===== src/rtl/shift_amount_shifter.sv =====
// Iterative one-bit-per-clock shifter with a start/busy/done handshake.
// Operands are latched on acceptance; the result holds until the next accepted start.
//
// state   | meaning
// --------+-----------------------------------------------------------
// S_IDLE  | waiting for start; result holds the last completed value
// S_SHIFT | one shift step per edge until count reaches terminal value
// S_DONE  | single-cycle done pulse, then back to S_IDLE
module shift_amount_shifter #(
  parameter int WIDTH = 32,
  parameter int SHW   = 5
) (
  input  logic             clk,
  input  logic             reset_n,
  input  logic             start,
  input  logic [2:0]       op,
  input  logic [WIDTH-1:0] data_in,
  input  logic [WIDTH-1:0] shamt_word,
  output logic [WIDTH-1:0] result,
  output logic             busy,
  output logic             done
);

  typedef enum logic [1:0] {
    S_IDLE  = 2'd0,
    S_SHIFT = 2'd1,
    S_DONE  = 2'd2
  } state_t;

  state_t           r_state;
  state_t           w_state_nxt;
  logic [SHW-1:0]   r_count;
  logic [2:0]       r_op;
  logic [WIDTH-1:0] r_result;
  logic [WIDTH-1:0] w_step;
  logic [SHW-1:0]   w_shamt;
  logic             w_pass_op;
  logic             w_unused_bits;

  assign w_shamt       = shamt_word[SHW-1:0];
  assign w_unused_bits = ^shamt_word[WIDTH-1:SHW];
  assign w_pass_op     = (op > 3'd4);

  // One-bit step on the latched operation.
  always_comb begin
    w_step = r_result;
    case (r_op)
      3'd0: w_step = {r_result[WIDTH-2:0], 1'b0};
      3'd1: w_step = {1'b0, r_result[WIDTH-1:1]};
      3'd2: w_step = {r_result[WIDTH-1], r_result[WIDTH-1:1]};
      3'd3: w_step = {r_result[0], r_result[WIDTH-1:1]};
      3'd4: w_step = {r_result[WIDTH-2:0], r_result[WIDTH-1]};
      default: w_step = r_result;
    endcase
  end

  always_comb begin
    w_state_nxt = r_state;
    case (r_state)
      S_IDLE: begin
        if (start) begin
          if ((w_shamt == '0) || w_pass_op) w_state_nxt = S_DONE;
          else                              w_state_nxt = S_SHIFT;
        end
      end
      S_SHIFT: begin
        if (r_count == SHW'(1)) w_state_nxt = S_DONE;
      end
      S_DONE:  w_state_nxt = S_IDLE;
      default: w_state_nxt = S_IDLE;
    endcase
  end

  always_ff @(posedge clk or negedge reset_n) begin
    if (!reset_n) begin
      r_state  <= S_IDLE;
      r_result <= '0;
      r_count  <= '0;
      r_op     <= '0;
    end else begin
      r_state <= w_state_nxt;
      case (r_state)
        S_IDLE: begin
          if (start) begin
            r_result <= data_in;
            r_count  <= w_shamt;
            r_op     <= op;
          end
        end
        S_SHIFT: begin
          r_result <= w_step;
          r_count  <= r_count - SHW'(1);
        end
        default: ;
      endcase
    end
  end

  assign result = r_result;
  assign busy   = (r_state != S_IDLE);
  assign done   = (r_state == S_DONE);

endmodule


===== config.mk =====
export PLATFORM = sky130hd
export DESIGN_NAME = shift_amount_shifter
export DESIGN_NICKNAME = d
export VERILOG_FILES = /design/src/rtl/shift_amount_shifter.sv
export SDC_FILE = /design/constraint.sdc
export NUM_CORES = 1
export LEC_CHECK = 0
export ABC_AREA = 1
export CAP_MARGIN = 10
export CORE_ASPECT_RATIO = 2
export CORE_UTILIZATION = 48
export CTS_CLUSTER_DIAMETER = 30
export CTS_CLUSTER_SIZE = 10
export DETAILED_ROUTE_END_ITERATION = 10
export PLACE_DENSITY = 0.86
export SETUP_SLACK_MARGIN = 0.3
export SLEW_MARGIN = 40
export SYNTH_ARGS = -nofsm -noshare
export SYNTH_HDL_FRONTEND = slang
export SYNTH_SLANG_ARGS = --single-unit

===== constraint.sdc =====
create_clock -name clk -period 2.3 [get_ports clk]
set_input_delay 0.23 -clock clk [delete_from_list [all_inputs] [get_ports clk]]
set_output_delay 0.23 -clock clk [all_outputs]
set_load 0.1 [all_outputs]

# [Word level (Yosys, flattened, before mapping)]
# Index checks and enable logic that the tools add are counted.
[totals] register_bits=42 in_bits=70
[op_classes] n_addsub=1 n_lt_le_gt_ge=1 eq_ne=12 muxes=9 reduce_logical=11
[op_table] operator="$pmux 32 s5" n=1
[op_table] operator="$pmux 32 s2" n=1
[op_table] operator="$mux 32" n=1
[op_table] operator="$pmux 5 s2" n=1
[op_table] operator="$eq 3x2->1 const B" n=2
[op_table] operator="$mux 2" n=3
[op_table] operator="$ne 2x2->1 const B" n=3
[op_table] operator="$ne 6x1->1 const B" n=1
[op_table] operator="$reduce_and 2->1" n=3
[op_table] operator="$eq 5x1->1 const B" n=1
[op_table] operator="$logic_not 5->1" n=1
[op_table] operator="$mux 5" n=1
[op_table] operator="$ne 5x1->1 const B" n=1
[op_table] operator="$sub 5x1->5 const B" n=1
[op_table] operator="$pmux 2 s2" n=1
[op_table] operator="$reduce_and 4->1" n=1
[op_table] operator="$reduce_bool 2->1" n=2
[op_table] operator="$eq 3x1->1 const B" n=1
[op_table] operator="$eq 3x3->1 const B" n=1
[op_table] operator="$gt 3x3->1 const B" n=1
[op_table] operator="$logic_not 3->1" n=1
[op_table] operator="$reduce_and 3->1" n=1
[op_table] operator="$eq 2x1->1 const B" n=1
[op_table] operator="$eq 2x2->1 const B" n=1
[op_table] operator="2 further kinds" n=2

# [Logic depth before layout (Yosys ltp)]
# Gate-level depths: netlist of the first run.
[logic_depth] word_depth=5 mapped_depth=9 ltp_nobuf=8

# [Worst setup path after synthesis of the first run]
# Ideal clock, no wire load.
[synth_timing] path_type="reg-to-output" start="reg r_state[0]" end="out done" t_arrival_ns=1.677 required_time_ns=2.070 slack_ns=0.393 path_stages_with_launch=2 n_path_buf=0 path_cell_list="dfrtp_1 -> nor2_1"
[synth_via] elab_chain_cells=1
[synth_rtl] element="from (decl)" line="30" source="state_t r_state;"
[synth_rtl] element="from (signal assigned)" line="81" source="r_state <= w_state_nxt;"
[synth_rtl] element="$eq 2x2->1" line="101" source="assign done = (r_state == S_DONE);"
[synth_rtl] element="to (decl)" line="21" source="output logic done"
# No other way between the ends.

# [Worst setup path in the final report of the first run]
[layout_timing] start="reg r_state[1]" end="reg r_result[7], in the netlist result[7]"
[layout_via] elab_chain_cells=3 word_cells_on_any_way=7 classes_between="eq/ne: 3; mux: 1; reduce/logical: 3"
[layout_rtl] element="$eq 2x1->1 / $logic_not 2->1 (equally long branches)" line="82" source="case (r_state)"
[layout_rtl] element="$ne 6x1->1 (no source line), or another cell as far along"
[layout_rtl] element="$reduce_and 3->1 (no source line)"
[layout_rtl] element="to (signal assigned)" line="85" source="r_result <= data_in;"
[layout_rtl] element="to (signal assigned)" line="91" source="r_result <= w_step;"
[layout_rtl] element="to (decl)" line="34" source="logic [WIDTH-1:0] r_result;"
# Several ways; a longest one is shown, not always the timed one.
# A chain may end at the register's enable or synchronous reset.

==> results of run 1 <==
## layer usage
metal	wire, um	GRT usage (%)
met5	0	0
met4	181	13.2
met3	299	2.87
met2	3860	46.1
met1	2610	25.7
## final cells by class
type                       count  area, um^2
clock buffer                   6        82.6
clock inverter                 2        60.1
fill                         511        1940
inverter                      48         180
multi-input combinational    312        1350
sequential                    42        1050
tap                           60        75.1
timing repair buffer          84         736
## kinds of logic (layout without fill, tap and decap cells)
family,count (synthesis),in the layout,share of synthesized area [%]
and+or+nand+nor,295,295,45.3
buffers and inverters,72,140,12.1
DFF,42,42,38.6
AOI/OAI and AO/OA,14,14,2.76
adders and majority gates,2,2,0.918
muxes,1,1,0.413
## stage by stage
step           util [%]  hold WS (ns)  cells
6_report           64.6         0.454    554
5_1_grt            64.6         0.516    554
4_1_cts            64.6         0.474    554
3_5_place_dp       61.8         0.255    545
3_3_place_gp       61.7         0.423    545
2_1_floorplan         -       -0.0656    426
## sequential cells by signal, summed over array words and instances (netlist names)
name     count
result      32
r_count      5
r_op         3
r_state      2
## cells in the final DEF (no fill, tap or decap), drive strengths merged
cell             n
dlygate4sd3      1
nand4            4
mux2             1
a21oi            2
buf             42
nand3           71
dfrtp           42
o21ai           10
inv             48
clkbuf           6
nor2            10
clkdlybuf4s50   41
nand2          210
bufinv           2
a31oi            1
o221ai           1
ha               2
## timing repair
item / 4_1_cts / 5_1_grt
endpoints found under the hold margin: 42 / 0
hold buffers: 1 / 0
buffers inserted: 0 / 0
## critical path, delay by kind of cell, from the launching register on
family,cells,cell delay [ns]
buf+inv,3,0.73
simple gates,5,0.47
flops,1,0.38
## worst max path at each step
stage          slack [ns]          to  depth (start not counted)       start
5_1_grt              0.48  result[28]                          8     r_op[2]
3_3_place_gp         0.49  result[21]                          7       start
2_1_floorplan        0.39        done                          1  r_state[0]
4_1_cts              0.66  result[15]                          8  r_state[1]
3_5_place_dp         0.47  result[23]                          7       start
6_report             0.66   result[7]                          8  r_state[1]
==> impl_results.md, run 1 <==
- Clock skew: ~0.0053 ns
- Mapped Area: 2730 um^2
- Core area: around 5500 um^2
- Synth area leaders: dfrtp_1 (39%), nand2_1 (28%), nand3_1 (13%)
- YS warnings: 0
- Commonest cells post-synth: nand2_1 (206), nand3_1 (70), dfrtp_1 (42)
- Final Cell Area: about 3500 um^2
- Period utilisation layout: between 70% and 80%
- Vias: approximately 2900
- Hpwl dp: roughly 4800 um
- Achievable Freq: between 600 and 700 MHz
- Distinct cell type count after synthesis: 21
- Max Cap Viol: 0
- Drt total wl: 6950 um
- Synth area leader: dfrtp_1
- Setup TNS: 0 ns
- Status: finished, final reports clean
- Critical path, cell by cell: inv_2, nand2_2, inv_2, buf_4, nand3_1, nand2_1, nand2_1, nand2_1
- Dpl ws: approximately 0.47 ns
- FF-to-FF setup slack: about 0.66 ns
- HP Class: in2async
- Slew @ Worst Pin: approximately 0.56 ns
- GRT overflow: 0
- DRT Pass-1 Iters: 6
- Top-area cell type share of the netlist area: approximately two fifths
- Final setup fails: 0
- Initial antenna violation count: 0
- Count leader, synth: nand2_1
- FFs w/ async S/R, synth: between 90% and 100%
- Endpoint class of the critical path: flip-flop
- Number of synthesized flops with an enable pin: 0
- # rows: 38
- Worst Path Arrival: approximately 1.9 ns
- H-tree Lvls: 2
- Clk pin slew, worst setup/hold paths: 0.09 ns
- Reg2reg start: r_state[1]
- Setup crit start kind: flip-flop
- Vias/cell: slightly above 5
- CTS tree: done
- Share of layout cells above drive strength 1: 12.8%
- I/O pins: approximately 100
- Final Hold Viols: 0
- Worst Reg-to-Reg Cells: 8
- Die area: 6000 um^2
- First-pass GRT wire length: approximately 12000 um
- Clock latency on the worst-skew pair: ~0.30 ns
- Slowest CP cell: dfrtp_1
- DR iter-0 viols: roughly 150
- Avg WL per Cell: ~13 um
- GR Util All Layers: ~24%
- Post-cts gate resize count: 0
- Relative slew slack: a little over three fifths
- CP dominant cell by count: nand2_1
- WS Path Type: reg2reg
- Die extent in x: between 50 and 60 um
- Area Overhead vs Synth: 29.5%
- Max clock buf depth: 2
- Clk root buf: clkbuf_8
- Worst path max stage delay: roughly 0.38 ns
- Fin worst setup slack: 0.655 ns
- Area post-placement: 3380 um^2
- Count of input and output buffers: 76
- Syn_area_per_cell: around 6.4 um^2
- Layout Nets: 565
- Vias in the first global route: around 2900
- Largest net degree at the start of global routing: 43
- Ys flop type: dfrtp_1
- Syn nets: around 500
- Critical path fanouts, max: 24
- Final GP Congestion: 0.876
- Ant diodes: 0
- Final min period: 1.64 ns
- Synth Register Bits: 42
- ANT nets after route: 0
- RSZ-0062 raised after global routing: false
- Synth Instances: 426
- CP required: 2.54 ns
- Num CTS Buffers: 5
- DRC Markers: 0
- Reg2reg end: result[7]
- Height of the die: 109 um
- Register area share after synthesis: between 30% and 40%
- Final Slew Violations: 0
- Starting Density: between 40% and 50%
- TritonCTS Sinks: 42
Power of run 1 is left out: the tool's default activity adds up to more than one toggle a clock period on the data nets, which glitch-free logic cannot reach.
==> run 2, diff against run 1 <==
CORE_UTILIZATION = 45   (was 48)
PLACE_DENSITY = 0.82   (was 0.86)
clock period = 1.52 ns   (was 2.3 ns; I/O delays follow)
==> run 2 against run 1 <==
The run now ends with DRC left. Flip-flop and latch count did not move. Critical endpoint is now result[31]. Worst setup slack worse by 0.45 ns. First-iteration DRC count grew 2.1%. Global-route usage up 2.6 points. Clock skew is 0.0012 ns higher.
==> impl_results.md, run 2 (synthesis gave the netlist of run 1 again) <==
- Vias: 3102 (+7.7%)
- Worst Path Arrival: 1.53 ns (-0.36 ns)
- WS Path Type: reg2reg
- Die extent in x: 57.0 um (+3.2%)
- Final GP Congestion: 0.797 (-9.1%)
- Num CTS Buffers: 5 (unchanged)
- GRT overflow: 0 (unchanged)
- Final Slew Violations: 0 (unchanged)
- Clock latency on the worst-skew pair: 0.29 ns (about the same)
- Clk pin slew, worst setup/hold paths: 0.06 ns (-0.03 ns)
- Hpwl dp: 5560 um (+16%)
- H-tree Lvls: 2 (unchanged)
- CP required: 1.74 ns (-0.80 ns)
- ANT nets after route: 0 (unchanged)
- Clock skew: 0.00654 ns (+0.00121 ns)
- Commonest non-fill, non-tap cells in the layout: nand2_1 (203), nand3_1 (69), clkdlybuf4s50_1 (41)
- Area of the multi-input gates: 1430 um^2 (+6.2%)
- DR iter-0 viols: 148 (+2.1%)
- Count of input and output buffers: 76 (unchanged)
- Area Overhead vs Synth: 61.0%
- RSZ-0062 raised after global routing: true
- Final setup fails: 0 (unchanged)
- # rows: 39 (+2.6%)
- HP Class: in2async
- Height of the die: 112 um (+3.2%)
- Core area: 5760 um^2 (+5.3%)
- Final min period: 1.31 ns (-0.334 ns)
- Ant diodes: 0 (unchanged)
- Achievable Freq: 763 MHz (+26%)
- First-pass GRT wire length: 13600 um (+15%)
- Fill count: 400 (-22%)
- Endpoint class of the critical path: flip-flop
- Slew @ Worst Pin: 0.539 ns (-0.0209 ns)
- Initial antenna violation count: 0 (unchanged)
- Critical path fanouts, max: 6 (-75%)
- GR Util All Layers: 27.0% (+2.6 points)
- I/O pins: 104 (unchanged)
- Largest net degree at the start of global routing: 23 (-47%)
- Relative slew slack: 64.1% (+1.4 points)
- Starting Density: 47.3% (-2.5 points)
- Max reg flops: 32 (unchanged)
- Vias/cell: 5.42 (+4.4%)
- Avg WL per Cell: 14.6 um (+16%)
- Failing checks: DRC
- Vias in the first global route: 3124 (+9.4%)
- Die area: 6390 um^2 (+6.5%)
- Placed Cells: 556 (+2.0%)
- Reg area: 1070 um^2 (+1.8%)
- Period utilisation layout: 86.2% (+15 points)
- Max clock buf depth: 2 (unchanged)
- DRT Pass-1 Iters: 8 (+2)
- Setup crit start kind: flip-flop
- Most common cell after layout, fill and taps aside: nand2_1
- Final Hold Viols: 0 (unchanged)
- Fin util: 76.2% (+12 points)
- Drt total wl: 8360 um (+20%)
- DRC Markers: 10 (+10)
- Setup TNS: 0 ns (unchanged)
- Share of layout cells above drive strength 1: 20.5% (+7.8 points)
- TritonCTS Sinks: 42 (unchanged)
- Max Cap Viol: 0 (unchanged)
- CTS tree: done
- Status: complete, but fails checks
- Layout Nets: 582 (+3.0%)
- Clk root buf: clkbuf_16
- Non-Filler Instances: 572 (+3.2%)
-- run 2: cell types whose count changed in the layout (fill, tap and decap cells not counted), sizes merged --
cell    previous run  this run
clkbuf             6         7
bufinv             2         1
buf               42        59
-- run 2: through the flow --
| stage | setup slack, ns | hold slack, ns | instance area [um^2] |
|---|---|---|---|
| floorplan | 0.0952 | -0.144 | 2750 |
| global placement | 0.126 | 0.148 | 3950 |
| detailed placement | 0.0796 | 0.153 | 3950 |
| CTS | 0.251 | 0.387 | 4320 |
| global route | 0.133 | 0.438 | 4390 |
| finish | 0.210 | 0.386 | 4390 |
-- run 2: worst max-delay path: stages, from the launching register on --
cell     delay (ns)
dfrtp_2        0.45
inv_2          0.10
nand3_4        0.12
nand2_4        0.11
buf_4          0.15
nand2_1        0.08
nor2_1         0.11
nand2_1        0.07
nand2_1        0.06
-- run 2: path summary, 6_finish.rpt --
check                                  from          to  slack [ns]  depth (start not counted)
worst max register to register   r_state[0]  result[31]        0.21                          8
worst min register to register   r_count[4]  r_count[4]        0.52                          2
max in group asynchronous           reset_n     r_op[2]        0.61                          3
worst min-delay path                reset_n  r_count[2]        0.39                          2
worst max-delay path             r_state[0]  result[31]        0.21                          8
min in group clk                data_in[27]  result[27]        0.49                          5
-- run 2: metal layers --
metal,up-vias,part of all wire (%),global-route usage [%]
met1,1448,35,28.7
met2,139,56,49.7
met3,28,4.7,3.34
met5,-,0,0
met4,0,3.9,14.6
li1,1487,-,-
-- run 2: layout make-up --
| type | count | area share, % |
|---|---|---|
| Timing Repair Buffer | 101 | 32.9 |
| Multi-Input combinational cell | 312 | 32.6 |
| Sequential cell | 42 | 24.4 |
| Inverter | 48 | 4.45 |
| Clock buffer | 7 | 3.25 |
| Tap cell | 61 | 1.74 |
| Clock inverter | 1 | 0.684 |
-- run 2: timing repair --
item                                    in CTS  in global routing
endpoints found under the setup margin      37                 39
pin swaps                                    3                  8
resized for setup                           33                 14
setup buffers                                1                  3
cloned                                       3                  0
hold buffers                                 1                  0
hold endpoints to repair                    20                  0
Power of run 2 is left out for the same reason.
==> RTL edit (flow settings as in run 2) <==
Set the parameter `SHW` to 10 (it was 5).
--- a/src/rtl/shift_amount_shifter.sv
+++ b/src/rtl/shift_amount_shifter.sv
@@ -9,5 +9,5 @@
 module shift_amount_shifter #(
   parameter int WIDTH = 32,
-  parameter int SHW   = 5
+  parameter int SHW   = 10
 ) (
   input  logic             clk,
Check against the original RTL: not equivalent (Yosys sat finds a counterexample within 4 cycles, from zero or initial values and one cycle with reset_n low).
==> RTL edit against run 2 <==
The flow finishes with violations (negative setup slack). Worst setup slack worse by 320 ps. Clock skew is 0.65 ps higher. Sequential cell count is 5 higher. Final area is 19% higher. Wire length is 49% higher. Area after synthesis is 6.1% higher. Die area is 5.9% higher. Global-route usage is 3.3 points higher. Utilization is 7.2 points higher. Critical path depth is 1 lower. Count of clock-buffer cells in the layout is 1 higher.
Power is left out: the tool's default activity adds up to more than one toggle a clock period on the data nets, which glitch-free logic cannot reach.
==> RTL edit: results (changes against run 2) <==
.. list-table::
   :header-rows: 1

   * - Metric
     - Value
   * - Status
     - finished with violations (unchanged)
   * - Violated checks
     - negative setup slack (was design-rule violations)
   * - Layout Nets
     - 581 (was 582)
   * - Cell at the slowest stage of the critical path
     - sky130_fd_sc_hd__dfrtp_1 (was sky130_fd_sc_hd__dfrtp_2)
   * - Syn Nets
     - 473 (was 498)
   * - Final number of setup-violating endpoints
     - 2 (was 0)
   * - Count of port buffers added during placement
     - 81 (was 76)
   * - Area share of xor/xnor cells in the synthesized design
     - 0.303% (was 0%)
   * - Layout cells sized above 1
     - 44.5% (was 20.5%)
   * - Half-perimeter wire length after placement
     - 6.12 mm (was 5.56 mm)
   * - Post-route met1 wirelength
     - 3.83 mm (was 2.92 mm)
   * - Endpoint of the worst setup timing path
     - result[13] (was result[31])
   * - Reg-to-reg endpoint
     - result[13] (was result[31])
   * - Area share of fa/ha/maj cells after synthesis
     - 0.866% (was 0.918%)
   * - Via count of the first global-routing pass
     - 3428 (was 3124)
   * - Met3 track demand over resource in global routing
     - 3.49% (was 3.34%)
   * - Number of violations reported at the end of detailed-routing iteration 0
     - 415 (was 148)
   * - Top post-synthesis cells by area
     - sky130_fd_sc_hd__dfrtp_1 (41%), sky130_fd_sc_hd__a21oi_1 (12%), sky130_fd_sc_hd__o21ai_0 (9.7%), sky130_fd_sc_hd__inv_1 (7.0%), sky130_fd_sc_hd__nor2_1 (6.8%) (was sky130_fd_sc_hd__dfrtp_1 (39%), sky130_fd_sc_hd__nand2_1 (28%), sky130_fd_sc_hd__nand3_1 (13%), sky130_fd_sc_hd__inv_1 (5.6%), sky130_fd_sc_hd__buf_2 (2.6%))
   * - Top fanout value on the critical path
     - 15 (was 6)
   * - Sequential-to-total area share from yosys stat
     - 40.7% (was 38.6%)
   * - Relative slew slack
     - 72.5% (was 64.1%)
   * - Weighted congestion reported at the end of routability-driven placement
     - 0.905 (was 0.797)
   * - Worst Setup Slack, final
     - -114 ps (was 210 ps)
   * - Met2 global-route usage
     - 57.2% (was 49.7%)
   * - Signal arrival time at the worst endpoint
     - 1810 ps (was 1530 ps)
   * - Total length of routed met2 wires
     - 6.95 mm (was 4.72 mm)
   * - Slowest Stage Delay on Critical Path
     - 400 ps (was 450 ps)
   * - Met1 Usage GRT
     - 29.5% (was 28.7%)
   * - Total GRT Usage
     - 30.2% (was 27.0%)
[RTL edit: cells by family after synthesis]
logic type	after synthesis
buf+inv	80
flops	47
mux	1
xor+xnor	1
simple gates	122
fa+ha+maj	2
compound gates	148
[RTL edit: final cells by class]
class | instances | area share [%]
clock buffers | 8 | 3.00
inverters | 58 | 4.79
multi-input cells | 274 | 34.1
flip-flops and latches | 47 | 23.4
well taps | 86 | 2.06
repair buffers | 123 | 32.7
[RTL edit: metrics by stage]
stage / hold WS (ps) / instance area [um^2] / TNS [ps] / std cells
after floorplan: -144 / 3000 / 0 / 401
after global placement: 155 / 4290 / 0 / 561
after detailed placement: 151 / 4290 / 0 / 561
after CTS: 382 / 4810 / 0 / 583
after global routing: 414 / 5220 / -725 / 596
final: 366 / 5220 / -139 / 596
[RTL edit: tightest hold or removal path, cell delays in order]
cell and delay (ps):
sky130_fd_sc_hd__dlygate4sd3_1 520, sky130_fd_sc_hd__buf_2 120, sky130_fd_sc_hd__buf_12 250
